===== src/rtl/munoc_svring_initiator.sv =====
// munoc_svring_initiator
// Register-access initiator for the service ring.
// A host request becomes one packet {cmd, node_id, index, wdata}. The packet is
// sent as link flits, MSB first. The block then waits for the matching
// {node_id, data} response and returns it to the host as a one-cycle pulse.
// Optional feature: define MUNOC_SVRING_INITIATOR_TIMEOUT_EN to add a response
// watchdog. Without it, WAIT has no limit and resp_error is tied low.

module munoc_svring_initiator #(
    parameter int BW_LINK        = 10,
    parameter int BW_NODE_ID     = 6,
    parameter int BW_REG_INDEX   = 6,
    parameter int BW_DATA        = 32,
    parameter int TIMEOUT_CYCLES = 1024
) (
    input  logic                    clk,
    input  logic                    rstnn,
    input  logic                    req_valid,
    output logic                    req_ready,
    input  logic                    req_write,
    input  logic [BW_NODE_ID-1:0]   req_node_id,
    input  logic [BW_REG_INDEX-1:0] req_index,
    input  logic [BW_DATA-1:0]      req_wdata,
    output logic                    resp_valid,
    output logic [BW_DATA-1:0]      resp_rdata,
    output logic                    resp_error,
    output logic [BW_LINK-1:0]      tx_link,
    input  logic                    tx_link_ready,
    input  logic [BW_LINK-1:0]      rx_link,
    output logic                    rx_link_ready
);

    localparam int PW      = BW_LINK - 2;                       // payload bits per flit
    localparam int REQ_W   = 2 + BW_NODE_ID + BW_REG_INDEX + BW_DATA;
    localparam int REQ_N   = (REQ_W + PW - 1) / PW;
    localparam int REQ_PAD = REQ_N * PW;
    localparam int RSP_W   = BW_NODE_ID + BW_DATA;
    localparam int RSP_N   = (RSP_W + PW - 1) / PW;
    localparam int RSP_PAD = RSP_N * PW;
    localparam int TXC_W   = $clog2(REQ_N + 1);
    localparam int RXC_W   = $clog2(RSP_N + 2);                 // headroom so an overlong packet saturates above RSP_N

    typedef enum logic [1:0] {IDLE, SEND, WAIT, DONE} state_t;

    state_t                  state;
    logic [REQ_PAD-1:0]      tx_shift;       // flits not yet placed on tx_link
    logic [TXC_W-1:0]        tx_cnt;         // flits placed on tx_link so far
    logic [RSP_PAD-1:0]      rx_shift;
    logic [RXC_W-1:0]        rx_cnt;
    logic                    write_q;
    logic [BW_NODE_ID-1:0]   node_q;

    logic [REQ_W-1:0]        req_packet;
    logic [REQ_PAD-1:0]      req_padded;
    logic [RSP_PAD-1:0]      rx_next;
    logic [RSP_W-1:0]        rsp_packet;
    logic [RXC_W-1:0]        rx_cnt_next;
    logic                    rx_fire;
    logic                    rx_last;
    logic                    rsp_match;

`ifdef MUNOC_SVRING_INITIATOR_TIMEOUT_EN
    localparam int TO_W = $clog2(TIMEOUT_CYCLES + 1);
    logic [TO_W-1:0] wait_cnt;
    logic            resp_error_q;
    assign resp_error = resp_error_q;
`else
    assign resp_error = 1'b0;
`endif

    // Build the outgoing packet and assemble the incoming one.
    always_comb begin
        // NOTE: every always_comb output gets a value on every path; a missing default here would infer a latch.
        req_packet  = {(req_write ? 2'b10 : 2'b01), req_node_id, req_index,
                       (req_write ? req_wdata : {BW_DATA{1'b0}})};
        req_padded  = REQ_PAD'(req_packet) << (REQ_PAD - REQ_W);
        rx_fire     = rx_link_ready && rx_link[BW_LINK-1];
        rx_last     = rx_link[BW_LINK-2];
        rx_next     = (rx_shift << PW) | RSP_PAD'(rx_link[PW-1:0]);
        rsp_packet  = rx_next[RSP_PAD-1 -: RSP_W];
        rx_cnt_next = (rx_cnt == {RXC_W{1'b1}}) ? rx_cnt : rx_cnt + 1'b1;
        rsp_match   = (rsp_packet[RSP_W-1 -: BW_NODE_ID] == node_q)
                   && (rx_cnt_next == RXC_W'(RSP_N));
    end

    // Transaction FSM with registered handshake, link and response outputs.
    always_ff @(posedge clk or negedge rstnn) begin
        if (!rstnn) begin
            state         <= IDLE;
            req_ready     <= 1'b0;
            tx_link       <= '0;
            tx_shift      <= '0;
            tx_cnt        <= '0;
            rx_link_ready <= 1'b0;
            rx_shift      <= '0;
            rx_cnt        <= '0;
            write_q       <= 1'b0;
            node_q        <= '0;
            resp_valid    <= 1'b0;
            resp_rdata    <= '0;
`ifdef MUNOC_SVRING_INITIATOR_TIMEOUT_EN
            wait_cnt      <= '0;
            resp_error_q  <= 1'b0;
`endif
        end else begin
            // NOTE: state is assigned non-blocking only, so every branch reads the pre-edge values.
            case (state)
                IDLE: begin
                    req_ready <= 1'b1;
                    if (req_valid && req_ready) begin
                        state     <= SEND;
                        req_ready <= 1'b0;
                        write_q   <= req_write;
                        node_q    <= req_node_id;
                        tx_link   <= {1'b1, (REQ_N == 1), req_padded[REQ_PAD-1 -: PW]};
                        tx_shift  <= req_padded << PW;
                        tx_cnt    <= TXC_W'(1);
                    end
                end
                SEND: begin
                    if (tx_link_ready) begin
                        if (tx_link[BW_LINK-2]) begin
                            state         <= WAIT;
                            tx_link       <= '0;
                            rx_link_ready <= 1'b1;
                            rx_shift      <= '0;
                            rx_cnt        <= '0;
`ifdef MUNOC_SVRING_INITIATOR_TIMEOUT_EN
                            wait_cnt      <= '0;
`endif
                        end else begin
                            tx_link  <= {1'b1, (tx_cnt == TXC_W'(REQ_N - 1)), tx_shift[REQ_PAD-1 -: PW]};
                            tx_shift <= tx_shift << PW;
                            tx_cnt   <= tx_cnt + 1'b1;
                        end
                    end
                end
                WAIT: begin
                    if (rx_fire) begin
                        if (rx_last && rsp_match) begin
                            state         <= DONE;
                            rx_link_ready <= 1'b0;
                            resp_valid    <= 1'b1;
                            resp_rdata    <= write_q ? '0 : rsp_packet[BW_DATA-1:0];
`ifdef MUNOC_SVRING_INITIATOR_TIMEOUT_EN
                            resp_error_q  <= 1'b0;
`endif
                            rx_shift      <= '0;
                            rx_cnt        <= '0;
                        end else if (rx_last) begin
                            // Foreign or malformed packet: drop it and keep listening.
                            rx_shift <= '0;
                            rx_cnt   <= '0;
                        end else begin
                            rx_shift <= rx_next;
                            rx_cnt   <= rx_cnt_next;
                        end
                    end
`ifdef MUNOC_SVRING_INITIATOR_TIMEOUT_EN
                    // A matching last flit in the expiry cycle takes priority over the timeout.
                    if (!(rx_fire && rx_last && rsp_match)) begin
                        if (wait_cnt == TO_W'(TIMEOUT_CYCLES - 1)) begin
                            state         <= DONE;
                            rx_link_ready <= 1'b0;
                            resp_valid    <= 1'b1;
                            resp_rdata    <= '1;
                            resp_error_q  <= 1'b1;
                            rx_shift      <= '0;
                            rx_cnt        <= '0;
                        end else begin
                            wait_cnt <= wait_cnt + 1'b1;
                        end
                    end
`endif
                end
                DONE: begin
                    state      <= IDLE;
                    req_ready  <= 1'b1;
                    resp_valid <= 1'b0;
`ifdef MUNOC_SVRING_INITIATOR_TIMEOUT_EN
                    resp_error_q <= 1'b0;
`endif
                end
                default: state <= IDLE;
            endcase
        end
    end

endmodule


===== config.mk =====
export PLATFORM = sky130hd
export DESIGN_NAME = munoc_svring_initiator
export DESIGN_NICKNAME = d
export VERILOG_FILES = /design/src/rtl/munoc_svring_initiator.sv
export SDC_FILE = /design/constraint.sdc
export NUM_CORES = 1
export LEC_CHECK = 0
export CAP_MARGIN = 20
export CORE_MARGIN = 3
export CORE_UTILIZATION = 48
export DETAILED_ROUTE_END_ITERATION = 7
export GPL_TIMING_DRIVEN = 0
export MAX_ROUTING_LAYER = met4
export PLACE_DENSITY = 0.79
export SETUP_SLACK_MARGIN = 0.1
export SLEW_MARGIN = 20
export SYNTH_ARGS = -nofsm -noshare
export SYNTH_HDL_FRONTEND = slang
export SYNTH_SLANG_ARGS = --single-unit

===== constraint.sdc =====
create_clock -name clk -period 1.8 [get_ports clk]
set_input_delay 0.18 -clock clk [delete_from_list [all_inputs] [get_ports clk]]
set_output_delay 0.18 -clock clk [all_outputs]
set_load 0.03 [all_outputs]

==> Yosys cells after proc, flatten, opt, wreduce, memory -nomap -nowiden <==
Index checks and enable logic that the tools add are counted.
Widths: inputs -> output; s select.
{ "word_totals": {"regBits": 140, "latch_bits": 0, "mem_bits_rw": 0, "rom_bits": 0, "in_bits": 59, "n_memories": 0} }
{ "classes": {"n_addsub": 2, "multipliers": 0, "div": 0, "order_cmp": 0, "n_eq_ne": 13, "shifts": 0, "n_mux": 44, "bitwise_logic": 1, "reduce_logical": 17} }
{ "ops": {"columns": ["op", "n"], "rows": [
  ["$mux 32", 7],
  ["$mux 48", 3],
  ["$pmux 48 s2", 1],
  ["$pmux 32 s2", 1],
  ["$or 40x8->40", 1],
  ["$mux 10", 3],
  ["$mux 3", 9],
  ["$pmux 10 s2", 1],
  ["$mux 2", 6],
  ["$ne 2x2->1 const B", 6],
  ["$pmux 3 s2", 2],
  ["$reduce_and 5->1", 2],
  ["$eq 3x3->1 const B", 3],
  ["$reduce_and 3->1", 3],
  ["$pmux 2 s4", 1],
  ["$reduce_and 4->1", 2],
  ["$reduce_bool 2->1", 4],
  ["$mux 1", 7],
  ["$add 3x1->3 const B", 2],
  ["$eq 6x6->1", 1],
  ["$pmux 1 s2", 3],
  ["$eq 2x2->1 const B", 2],
  ["$logic_and 1x1->1", 4],
  ["$eq 2x1->1 const B", 1],
  ["2 further kinds", 2]
]} }

==> Longest topological paths before layout <==
{ "depth": {"depth_word": 8, "mapped_depth": 9, "ltp_nobuf": 6} }

==> Least setup slack after synthesis <==
No wires, ideal clock.
{ "synth_timing": {"path_kind": "register -> register", "startpoint": "reg state[1]", "endpoint": "reg tx_link[0]", "setup_time_ns": 0.126, "t_arrival_ns": 1.786, "t_required_ns": 1.674, "setup_slack_ns": -0.111, "path_stages_with_launch": 9, "n_path_buf": 2, "period_less_slack_ns": 1.911, "path_cell_list": "dfrtp_1 -> inv_1 -> ha_1 -> buf_2 -> and2b_1 -> or3_1 -> buf_2 -> a221oi_1 -> nor2_1"} }
{ "synth_between": {"elab_chain_cells": 3, "word_cells_on_any_way": 7, "classes_between": "eq/ne (3); mux (1); reduce/logical (3)"} }
{ "synth_lines": {"columns": ["item", "line_no", "source"], "rows": [
  ["start: declaration", "45", "state_t state;"],
  ["start signal: assignment", "89", "state <= IDLE;"],
  ["start signal: assignment", "111", "state <= SEND;"],
  ["start signal: assignment", "123", "state <= WAIT;"],
  ["$eq 2x1->1 or $logic_not 2->1 (tied branches)", "107", "case (state)"],
  ["$ne 2x2->1 (no source line) or $reduce_bool 2->1 (tied branches)", null, null],
  ["$reduce_and 3->1 (no source line)", null, null],
  ["end signal: assignment", "115", "tx_link <= {1'b1, (REQ_N == 1), req_padded[REQ_PAD-1 -: PW]};"],
  ["end signal: assignment", "132", "tx_link <= {1'b1, (tx_cnt == TXC_W'(REQ_N - 1)), tx_shift[REQ_PAD-1 -: PW]};"],
  ["end: declaration", "27", "output logic [BW_LINK-1:0] tx_link,"]
]} }
Several ways; a longest one is shown, not always the timed one.
A chain may end at the register's enable or synchronous reset.

==> Worst setup path in the final report <==
{ "layout_timing": {"startpoint": "reg state[0]", "endpoint": "reg rx_shift[31]"} }
{ "layout_between": {"elab_chain_cells": 3, "word_cells_on_any_way": 8, "classes_between": "eq/ne (5); mux (1); reduce/logical (2)"} }
{ "layout_lines": {"columns": ["item", "line_no", "source"], "rows": [
  ["$eq 2x1->1 or $eq 2x2->1 (tied branches)", "107", null],
  ["$ne 2x2->1 (no source line) or $reduce_bool 2->1 (tied branches)", null, null],
  ["$reduce_and 4->1 (no source line)", null, null],
  ["end signal: assignment", "155", "rx_shift <= rx_next;"],
  ["end: declaration", "48", "logic [RSP_PAD-1:0] rx_shift;"]
]} }
Several ways; a longest one is shown, not always the timed one.

==> out/results.tsv <==
stage	metric	value	unit
run_status	status	finished with violations	
run_status	failed_checks	negative setup slack	
floorplanning	dieArea	0.0138	mm2
setup_path	start_kind	flop	
sta	setup_viol	118	
synth	synthCells	557	
clock_network	clk_pin_slew	70	ps
clock_network	cts.path.max_buffers	2	
sta	min_period_over_period	1.14	
placement	place_congestion	0.854	
finish	antennaDiodeCount	0	
detailed_routing	wl_per_cell	23.1	um
global_routing	antenna_found_initial	0	
floorplanning	die_h	118	um
synth	async_flop_share	1.00	
clock_network	clock-root-buffer	clkbuf_16	
detailed_routing	ant_nets	0	
synth	synth_common_cells	dfrtp_1 (130), nand2_1 (122), nor2_1 (42)	
detailed_routing	drtIter0Drc	575	
setup_path	end_kind	flop	
sta	tns	-21230	ps
floorplanning	rows	40	
setup_path	critPathArrivalTime	2350	ps
sta	slew_viol_final	0	
synth	synth_ff_type	dfrtp_1	
finish	final_cell_area	0.00985	mm2
setup_path	critPathKind	flop to flop	
sta	hold_violations	0	
hold_path	hold_path.class	input pin to async pin	
power_and_ir_drop	leakagePower	0.00446	uW
global_routing	grt_pass1_vias	5641	
sta	maxSlewHeadroom	0.616	
clock_network	cts_tree	built	
setup_path	required	2100	ps
global_routing	grt-ovfl-total	0	
synth	yosysSeqAreaShare	0.545	
setup_path	cp_max_fo	5	
setup_path	cp_common_cell	buf_6	
setup_path	cp_slowest_cell	dfrtp_1	
detailed_routing	avgViaCountPerCell	5.90	
synth	synth_nets	624	
setup_path	crit_family	buffers and inverters	
floorplanning	die_w	118	um
setup_path	cp_cell_sequence	inv_2 > buf_12 > ha_4 > a21boi_4 > or3b_4 > buf_6 > buf_6 > buf_8 > nand2_2 > o21ai_2	
synth	synth_cell_types	50	
setup_path	timing.critical_path.buf_inv	5	
clock_network	h-tree-depth	4	
sta	rsz0062_at_grt	true	
floorplanning	core_area	0.0121	mm2
detailed_routing	drt_wl_total	21500	um
setup_path	r2r_start	state[0]$_DFFE_PN0P_	
synth	avgSynthCellArea	10.7	um2
floorplanning	start_util	0.495	
sta	fin_skew	10.7	ps
synth	ys_ff_latch	130	
sta	fin_crit	2050	ps
synth	synth_top_area_cell	dfrtp_1	
job	max_cap_violations	0	
setup_path	r2r-end	rx_shift[31]$_DFFE_PN0P_	
power_and_ir_drop	power.total	18100	uW
placement	dpl_cell_area	0.00737	mm2
placement	dp.cells	829	
synth	synthTopCellsByArea	dfrtp_1 (54%), nand2_1 (7.7%), mux2_4 (7.5%)	
synth	yosysTopAreaCellShare	0.545	
sta	tightestPinTransition	576	ps
finish	nets	818	
clock_network	clock_latency	420	ps
finish	finalNonFillerCells	932	
placement	hpwlAfterDp	10700	um
clock_network	cts_made_buffers	17	
finish	drive_above_1_share	0.418	
detailed_routing	firstDrtPassIters	5	
sta	fin_ws	-252	ps
global_routing	grt_pass1_wl	29900	um
floorplanning	ios	105	
global_routing	grt_max_degree	82	
placement	place_ws	-405	ps
setup_path	r2r_cells	10	
placement	portBuffers	103	
synth	synth_warnings	0	
global_routing	grt_usage	0.279	
detailed_routing	drcViolationCount	0	
setup_path	r2r_setup_slack	-250	ps
sta	timing.fmax	487	MHz
finish	area_growth	65.0	%
detailed_routing	vias	5496	
synth	yosysMostFrequentCell	dfrtp_1	
synth	syn-cell-area	0.00597	mm2
clock_network	cts.sinks	130	
setup_path	critical-path-max-stage-delay	440	ps
finish	fillCellCount	581	
power_and_ir_drop	ir_drop	1.19	mV
synth	synth-edff-count	0	
power_and_ir_drop	power.density	1840	mW/mm2
==> area by class of cell <==
| cell class | instances | area [um2] | share of cell area |
|---|---|---|---|
| Multi-Input combinational cell | 383 | 3280 | 0.333 |
| Sequential cell | 130 | 3260 | 0.331 |
| Timing Repair Buffer | 175 | 1980 | 0.201 |
| Buffer | 36 | 508 | 0.0516 |
| Clock buffer | 18 | 429 | 0.0436 |
| Tap cell | 168 | 210 | 0.0213 |
| Clock inverter | 14 | 154 | 0.0156 |
| Inverter | 8 | 32.5 | 0.00330 |
==> state kept, by name, indices dropped and copies added, names as in the netlist <==
register	count
tx_cnt	3
write_q	1
state	2
rx_link_ready	1
resp_valid	1
tx_link	10
node_q	6
rx_cnt	3
req_ready	1
rx_shift	32
resp_rdata	32
tx_shift	38
==> worst register-to-register path: stages (launching register included) <==
cell and delay [ps]:
dfrtp_1 440, inv_2 100, buf_12 130, ha_4 160, a21boi_4 150, or3b_4 430, buf_6 140, buf_6 120
buf_8 140, nand2_2 60, o21ai_2 50
==> cell families (layout without fill, tap and decap cells) <==
logic type | count (synthesis) | after routing | share of synthesized area
DFF | 130 | 130 | 0.545
xor gates and xnor gates | 6 | 6 | 0.00880
muxes | 47 | 47 | 0.106
adders and majority gates | 8 | 8 | 0.0168
and+or+nand+nor | 223 | 223 | 0.173
other | 1 | 1 | 0.000628
AOI/OAI and AO/OA | 98 | 98 | 0.115
buffers and inverters | 44 | 251 | 0.0352
==> metal layers <==
metal	GRT usage	wire, um
met1	0.335	7960
met4	0.113	1050
met5	-	0
met2	0.468	10800
met3	0.0553	1710
==> through the flow <==
step | hold slack (ps) | utilization
after floorplan | -116 | -
after global placement | 464 | 0.609
after detailed placement | 149 | 0.611
after CTS | 281 | 0.764
after global routing | 314 | 0.816
final | 267 | 0.816
==> worst max path at each step <==
stage,cells after the start,from,slack (ps),end
6_report,10,state[0]$_DFFE_PN0P_,-250,rx_shift[31]$_DFFE_PN0P_
5_1_grt,9,state[0]$_DFFE_PN0P_,-340,tx_shift[34]$_DFFE_PN0P_
4_1_cts,8,rx_cnt[0]$_DFFE_PN0P_,-160,resp_rdata[23]$_DFFE_PN0P_
3_5_place_dp,6,rx_link[8],-400,resp_rdata[14]$_DFFE_PN0P_
3_3_place_gp,1,rstnn,-4380,tx_shift[12]$_DFFE_PN0P_
2_1_floorplan,8,state[1]$_DFFE_PN0P_,30,tx_link[0]$_DFFE_PN0P_
==> cell usage in the layout, fill, tap and decap left out, drive strengths merged, types with 2 or more instances in the layout <==
cell type / n
inv: 13
xor2: 6
nand2: 122
dlymetal6s2s: 3
clkbuf: 37
dlygate4sd2: 4
ha: 8
bufinv: 2
a221o: 24
nor2b: 36
dfrtp: 130
clkdlybuf4s50: 95
and3: 2
or3: 2
buf: 89
a221oi: 6
clkinvlp: 3
clkinv: 4
nor2: 42
mux2i: 8
o21ai: 49
nor3: 3
nor4: 2
a21boi: 3
mux2: 39
a21oi: 2
a31oi: 4
nand3: 6
==> timing repair <==
| action | CTS | global route |
|---|---|---|
| gates resized for setup | 223 | 111 |
| hold buffers | 1 | 0 |
| endpoints found under the hold margin | 49 | 0 |
| buffers inserted | 38 | 15 |
| cloned | 15 | 5 |
| pin swaps | 64 | 44 |
| setup endpoints to repair | 123 | 132 |
==> where the power goes <==
part | switching, uW | internal [uW]
Sequential | 776 | 3670
Combinational | 5090 | 5120
Clock | 1420 | 2060
Total | 7280 | 10800
Power figures use the tool's default switching activity.
